### src/rtl/seq_link_pkg.sv
// Shared definitions for the 1001 serial sync link: sync pattern, transmit
// state encoding and a sizing helper used by the transmitter.
package seq_link_pkg;

   localparam int SYNC_W = 4;
   localparam logic [SYNC_W-1:0] SYNC_PAT = 4'b1001;

   typedef enum logic [4:0] {
      ST_IDLE   = 5'b00001,
      ST_SYNC   = 5'b00010,
      ST_DATA   = 5'b00100,
      ST_PARITY = 5'b01000,
      ST_GAP    = 5'b10000
   } tx_state_t;

   function automatic int max3(input int a, input int b, input int c);
      int m;
      m = (a > b) ? a : b;
      return (m > c) ? m : c;
   endfunction

endpackage

### src/rtl/seq_frame_tx_if.sv
// Payload handshake plus serial line and status for the frame transmitter.
// Handshake: a word transfers on a rising edge where in_valid && in_ready;
// in_data is only meaningful in that cycle, and in_valid may drop at will.
interface seq_frame_tx_if #(
   parameter int DATA_W = 8
) ();
   logic              in_valid;
   logic [DATA_W-1:0] in_data;
   logic              in_ready;
   logic              d_out;
   logic              busy;
   logic              done;

   modport master (
      output in_valid, in_data,
      input  in_ready, d_out, busy, done
   );

   modport slave (
      input  in_valid, in_data,
      output in_ready, d_out, busy, done
   );
endinterface

### src/rtl/seq_frame_tx.sv
// Serial frame transmitter: sync 1001, MSB-first payload, even parity,
// then GAP_CYCLES zero bits. One frame per accepted payload word.
module seq_frame_tx
   import seq_link_pkg::*;
#(
   parameter int DATA_W     = 8,
   parameter int GAP_CYCLES = 2
) (
   input  logic         clk,
   input  logic         rstn,
   seq_frame_tx_if.slave bus,
   output tx_state_t    state_o
);

   if (GAP_CYCLES < 1 || DATA_W < 1 || DATA_W > 32) begin : g_bad_param
      $error("seq_frame_tx: DATA_W must be 1..32 and GAP_CYCLES >= 1");
   end

   localparam int CNT_W = $clog2(max3(SYNC_W, DATA_W, GAP_CYCLES) + 1);
   localparam logic [CNT_W-1:0] SYNC_LOAD = CNT_W'(SYNC_W - 1);
   localparam logic [CNT_W-1:0] DATA_LOAD = CNT_W'(DATA_W - 1);
   localparam logic [CNT_W-1:0] GAP_LOAD  = CNT_W'(GAP_CYCLES - 1);
   localparam logic [CNT_W-1:0] CNT_ONE   = CNT_W'(1);

   tx_state_t         state_q, state_d;
   logic [CNT_W-1:0]  cnt_q, cnt_d;
   logic [DATA_W-1:0] shift_q, shift_d;
   logic              par_q, par_d;
   logic              d_out_q, d_out_d;
   logic              done_q, done_d;
   logic [1:0]        sync_idx;

   always_ff @(posedge clk or negedge rstn) begin
      if (!rstn) begin
         state_q <= ST_IDLE;
         cnt_q   <= '0;
         shift_q <= '0;
         par_q   <= 1'b0;
         d_out_q <= 1'b0;
         done_q  <= 1'b0;
      end else begin
         state_q <= state_d;
         cnt_q   <= cnt_d;
         shift_q <= shift_d;
         par_q   <= par_d;
         d_out_q <= d_out_d;
         done_q  <= done_d;
      end
   end

   // d_out_d is the bit the line carries in the cycle after this edge,
   // so every branch decides the next state's first or next bit.
   always_comb begin
      state_d  = state_q;
      cnt_d    = cnt_q;
      shift_d  = shift_q;
      par_d    = par_q;
      d_out_d  = 1'b0;
      done_d   = 1'b0;
      sync_idx = 2'(cnt_q - CNT_ONE);
      case (state_q)
         ST_IDLE: begin
            if (bus.in_valid) begin
               state_d = ST_SYNC;
               shift_d = bus.in_data;
               par_d   = ^bus.in_data;
               cnt_d   = SYNC_LOAD;
               d_out_d = SYNC_PAT[SYNC_W-1];
            end
         end
         ST_SYNC: begin
            if (cnt_q != '0) begin
               cnt_d   = cnt_q - CNT_ONE;
               d_out_d = SYNC_PAT[sync_idx];
            end else begin
               state_d = ST_DATA;
               cnt_d   = DATA_LOAD;
               d_out_d = shift_q[DATA_W-1];
               shift_d = shift_q << 1;
            end
         end
         ST_DATA: begin
            if (cnt_q != '0) begin
               cnt_d   = cnt_q - CNT_ONE;
               d_out_d = shift_q[DATA_W-1];
               shift_d = shift_q << 1;
            end else begin
               state_d = ST_PARITY;
               cnt_d   = '0;
               d_out_d = par_q;
            end
         end
         ST_PARITY: begin
            state_d = ST_GAP;
            cnt_d   = GAP_LOAD;
         end
         ST_GAP: begin
            if (cnt_q != '0) begin
               cnt_d = cnt_q - CNT_ONE;
            end else begin
               state_d = ST_IDLE;
               done_d  = 1'b1;
            end
         end
         default: begin
            state_d = ST_IDLE;
            cnt_d   = '0;
            shift_d = '0;
            par_d   = 1'b0;
         end
      endcase
   end

   assign bus.in_ready = (state_q == ST_IDLE);
   assign bus.busy     = (state_q != ST_IDLE);
   assign bus.d_out    = d_out_q;
   assign bus.done     = done_q;
   assign state_o      = state_q;

endmodule

### src/flat_wrapper.sv
// flat-port wrapper written by rule: the top's interface ports become plain ports
module seq_frame_tx_flat import seq_link_pkg::*;
#(
   parameter int DATA_W     = 8,
   parameter int GAP_CYCLES = 2
)
  (clk, rstn, state_o, bus_in_valid, bus_in_data, bus_in_ready, bus_d_out, bus_busy, bus_done);
  seq_frame_tx_if #(.DATA_W(DATA_W)) bus_i ();
  input  logic clk;
  input  logic rstn;
  output tx_state_t state_o;
  input wire logic [$bits(bus_i.in_valid)-1:0] bus_in_valid;
  input wire logic [$bits(bus_i.in_data)-1:0] bus_in_data;
  output wire logic [$bits(bus_i.in_ready)-1:0] bus_in_ready;
  output wire logic [$bits(bus_i.d_out)-1:0] bus_d_out;
  output wire logic [$bits(bus_i.busy)-1:0] bus_busy;
  output wire logic [$bits(bus_i.done)-1:0] bus_done;
  assign bus_i.in_valid = bus_in_valid;
  assign bus_i.in_data = bus_in_data;
  assign bus_in_ready = bus_i.in_ready;
  assign bus_d_out = bus_i.d_out;
  assign bus_busy = bus_i.busy;
  assign bus_done = bus_i.done;
  seq_frame_tx #(.DATA_W(DATA_W), .GAP_CYCLES(GAP_CYCLES)) u_core (.clk(clk), .rstn(rstn), .bus(bus_i), .state_o(state_o));
endmodule
### config.mk
export PLATFORM = sky130hd
export DESIGN_NAME = seq_frame_tx_flat
export DESIGN_NICKNAME = d
export VERILOG_FILES = /design/src/rtl/seq_link_pkg.sv /design/src/rtl/seq_frame_tx_if.sv /design/src/rtl/seq_frame_tx.sv /design/src/flat_wrapper.sv
export SDC_FILE = /design/constraint.sdc
export NUM_CORES = 1
export LEC_CHECK = 0
export CAP_MARGIN = 20
export CELL_PAD_IN_SITES_DETAIL_PLACEMENT = 1
export CELL_PAD_IN_SITES_GLOBAL_PLACEMENT = 1
export CORE_MARGIN = 3
export CORE_UTILIZATION = 40
export CTS_CLUSTER_DIAMETER = 30
export DETAILED_ROUTE_END_ITERATION = 12
export PLACE_DENSITY = 0.85
export REMOVE_ABC_BUFFERS = 1
export SYNTH_ARGS = -nofsm -noshare
export SYNTH_HDL_FRONTEND = slang
export SYNTH_SLANG_ARGS = --single-unit
### constraint.sdc
create_clock -name clk -period 2.22 [get_ports clk]
set_input_delay 0.555 -clock clk [delete_from_list [all_inputs] [get_ports clk]]
set_output_delay 0.555 -clock clk [all_outputs]
set_load 0.05 [all_outputs]
==> impl_results.md <==
- Compound-cell area share of the yosys netlist: 18.9%
- Initial drt markers: 36
- Main combinational cell family by area after synthesis: compound AO/OA/AOI/OAI gates
- Number of instances in the placed design: 170
- Clock root cell: sky130_fd_sc_hd__clkbuf_4
- Fmax: 0.469 GHz
- Longest Clk Path Bufs: 2
- Std-Cell Rows: 19
- Netlist cell types: 41
- Maximum number of pins on one net before global-route repair: 15
- Synthesized-area fraction occupied by xor and xnor cells: 7.88%
- Cells along the critical path: nand2b_1, nor4_4, inv_1, buf_4
- Initial cell density of the core: 43.2%
- Number of design rule violations left after detail routing: 0
- Reg2Reg Capture Point: u_core.cnt_q[1]
- Netlist area before placement: 0.00122 mm^2
- Via density per instance: 5.82
- Count of nets after finishing: 160
- Final core utilization: 55.2%
- Class of the most critical hold timing path: primary input to asynchronous set/reset pin
- Die H: 61.3 um
- Overflow left after global routing: 0
- Pwr per Cell Area: 1490 mW/mm^2
- FF+latch count, synth: 20
- Slew of the pin with the lowest slew margin: 0.495 ns
- Setup Skew: around 0.011 ns
- Highest cell delay on the worst timing path: just over 0.5 ns
- Normalized max-slew margin: 66.9%
- Number of detailed-route iterations in the first pass: 6
- I/O pins: 20
- Worst-case hold slack: roughly 0.49 ns
- Final RePlAce weighted congestion: 0.869
- Htree depth: 1
- Number of CTS-inserted buffers: 3
- Worst vdd ir: approximately 730 uV
- Chip Width: a little over 60 um
- Final critical-path required period: 2.13 ns
- Average size of a mapped cell: 10.3 um^2
- Total wire length: roughly 3100 um
- CTS hold repair buffers: 0
- Die footprint: about 0.0038 mm^2
- Number of port buffers: 19
- Leakage: about 0.7 nW
- Per-cell routed wire length: 17.8 um
- Half-perimeter wire length after placement: 2310 um
- Final setup fails: 0
- Number of global-route vias before repair: 1139
- Worst reg-to-reg setup slack: approximately 0.17 ns
- First-pass GRT wire length: 5330 um
- Final instance area: 0.00156 mm^2
- Clock latency on the worst-skew pair: just over 0.3 ns
- Synthesized netlist cell count: 119
- Total of warnings raised by yosys: 0
- Count of pins over their slew limit: 0
- Clock transition at the registers of the reported paths: between 0.1 and 0.15 ns
- Arrival time of data at the critical path endpoint: 1.58 ns
- Antenna violations before repair: 0
- Final critical-path setup slack: 0.0886 ns
- Final-report hold violation count: 0
- Filler cells: 320
- Post-Synth Adder-Cell Area: 2.05%
- Required time of the worst setup path: 1.66 ns
- Most frequent cells in the layout: sky130_fd_sc_hd__dfrtp_1 (18), sky130_fd_sc_hd__buf_4 (16), sky130_fd_sc_hd__clkdlybuf4s50_1 (12), sky130_fd_sc_hd__nand2_1 (11), sky130_fd_sc_hd__xnor2_1 (9)
- Placed instance area: about 0.0015 mm^2
- Via count of the routed design: 1030
- Worst Path Class, Setup: register to output pin
- Result of the run: completed
- Power after layout: ~2.3 mW
- Maximum Capacitance Violations: 0
- All-Layer GR Usage: approximately 20%
- Post-synthesis share of cell area spent on and, or, nand and nor gates: 18.3%
- Placement Setup Slack: -0.0121 ns
- Seq/Total Area, Yosys: 41.0%
- Count of nets left with antenna violations after detail routing: 0
- Number of cells on the worst reg-to-reg path: 7
- Capturing element type of the critical path: output pin
- Portion of the clock cycle consumed by the worst path in the final layout: between 90% and 100%
- Clock net sink count: 20
- Crit-path slowest cell: sky130_fd_sc_hd__dfrtp_2
- Reg2Reg Launch Point: u_core.cnt_q[1]
- Most common cell after layout, fill and taps aside: sky130_fd_sc_hd__dfrtp_1
- CTS tree: done
- Area grow syn2layout: 27.6%
- Sum of negative setup slack: 0 ns
- Multiplexer area fraction after synthesis: 7.27%
- Setup crit start kind: register
- Core ar.: around 0.0028 mm^2
- Share of post-route cells with drive strength above 1: a little over a fifth
- Number of diodes added for antenna fixing: 0
- Largest driver fanout on the critical path: 11
- Non-filler instance count after layout: 177
==> flip-flops by register name, summed over array words and instances (netlist names) <==
| register | cells |
|---|---|
| u_core.bus.d_out | 1 |
| u_core.bus.done | 1 |
| u_core.cnt_q | 4 |
| u_core.par_q | 1 |
| u_core.shift_q | 8 |
| u_core.state_o | 5 |
==> cells in the mapped netlist (all sizes together) <==
cell     count  area [um^2]
a2111oi      1         8.76
a211o        1         8.76
a21o         1         7.51
a21oi        3         18.8
a22o         8         70.1
a22oi        1         7.51
a32o         2         20.0
a32oi        2         17.5
a41oi        1         16.3
buf          3         21.3
clkbuf       3         11.3
dfrtp       19          475
dfstp        1         26.3
ha           2         25.0
inv          6         22.5
mux2         7         78.8
mux2i        1         10.0
nand2       11         41.3
nand2b       4         25.0
nand3        2         10.0
nand3b       2         27.5
nor2         7         26.3
nor2b        1         6.26
nor3         4         25.0
nor3b        1         7.51
nor4         1         12.5
o21ai        5         25.0
o22ai        1         6.26
o2bb2ai      1         8.76
o311ai       1         16.3
or2          1         6.26
or3          1         11.3
or3b         2         17.5
or4          1         7.51
xnor2        9         78.8
xor2         2         17.5
==> final cells by class <==
class | instances | area [um^2] | area share, %
tap | 31 | 38.8 | 2.49
sequential | 20 | 503 | 32.2
inverter | 6 | 22.5 | 1.44
timing repair buffer | 29 | 260 | 16.7
multi-input combinational | 87 | 683 | 43.8
clock buffer | 3 | 22.5 | 1.44
clock inverter | 1 | 30.0 | 1.92
==> routing by layer <==
| metal | GRT usage [%] | vias to the layer above | wire length (um) |
|---|---|---|---|
| met5 | 0 | - | 0 |
| met1 | 24.3 | 522 | 1400 |
| met2 | 34.6 | 19 | 1590 |
| li1 | - | 483 | - |
| met3 | 1.89 | 6 | 92 |
| met4 | 7.74 | 0 | 70 |
==> how the worst max path moves through the flow <==
stage	slack (ns)	cells past startpoint	end	from
floorplan	-1.62	6	u_core.cnt_q[2]	u_core.state_o[3]
global placement	0.09	5	u_core.shift_q[2]	bus_in_valid
detailed placement	-0.01	5	u_core.shift_q[4]	bus_in_valid
CTS	0.003	4	bus_busy	u_core.state_o[0]
global route	-0.01	4	bus_busy	u_core.state_o[3]
finish	0.09	4	bus_busy	u_core.state_o[3]
==> cells by family (layout without fill, tap and decap cells) <==
family,after synthesis,in the layout
and+or+nand+nor,38,38
muxes,8,8
xor gates and xnor gates,11,11
DFF,20,20
AOI/OAI and AO/OA,28,28
adders and majority gates,2,2
buffers and inverters,12,39
==> worst max-delay path: cells and delay by family, from the launching register on <==
kind,cells,cell delay (ns)
and+or+nand+nor,2,0.40
buffers and inverters,2,0.37
DFF,1,0.51
==> power breakdown <==
group	leakage [nW]	switching (mW)	internal [mW]	total, mW
combinational	0.407	0.807	0.612	1.42
clock	0.0279	0.124	0.183	0.306
sequential	0.261	0.105	0.489	0.594
==> repair_timing <==
| item | CTS | global route |
|---|---|---|
| setup endpoints to repair | 1 | 10 |
| buffers inserted | 1 | 2 |
| gates resized for setup | 0 | 4 |
| pin swaps | 0 | 0 |
(Power assumes the default switching activity.)
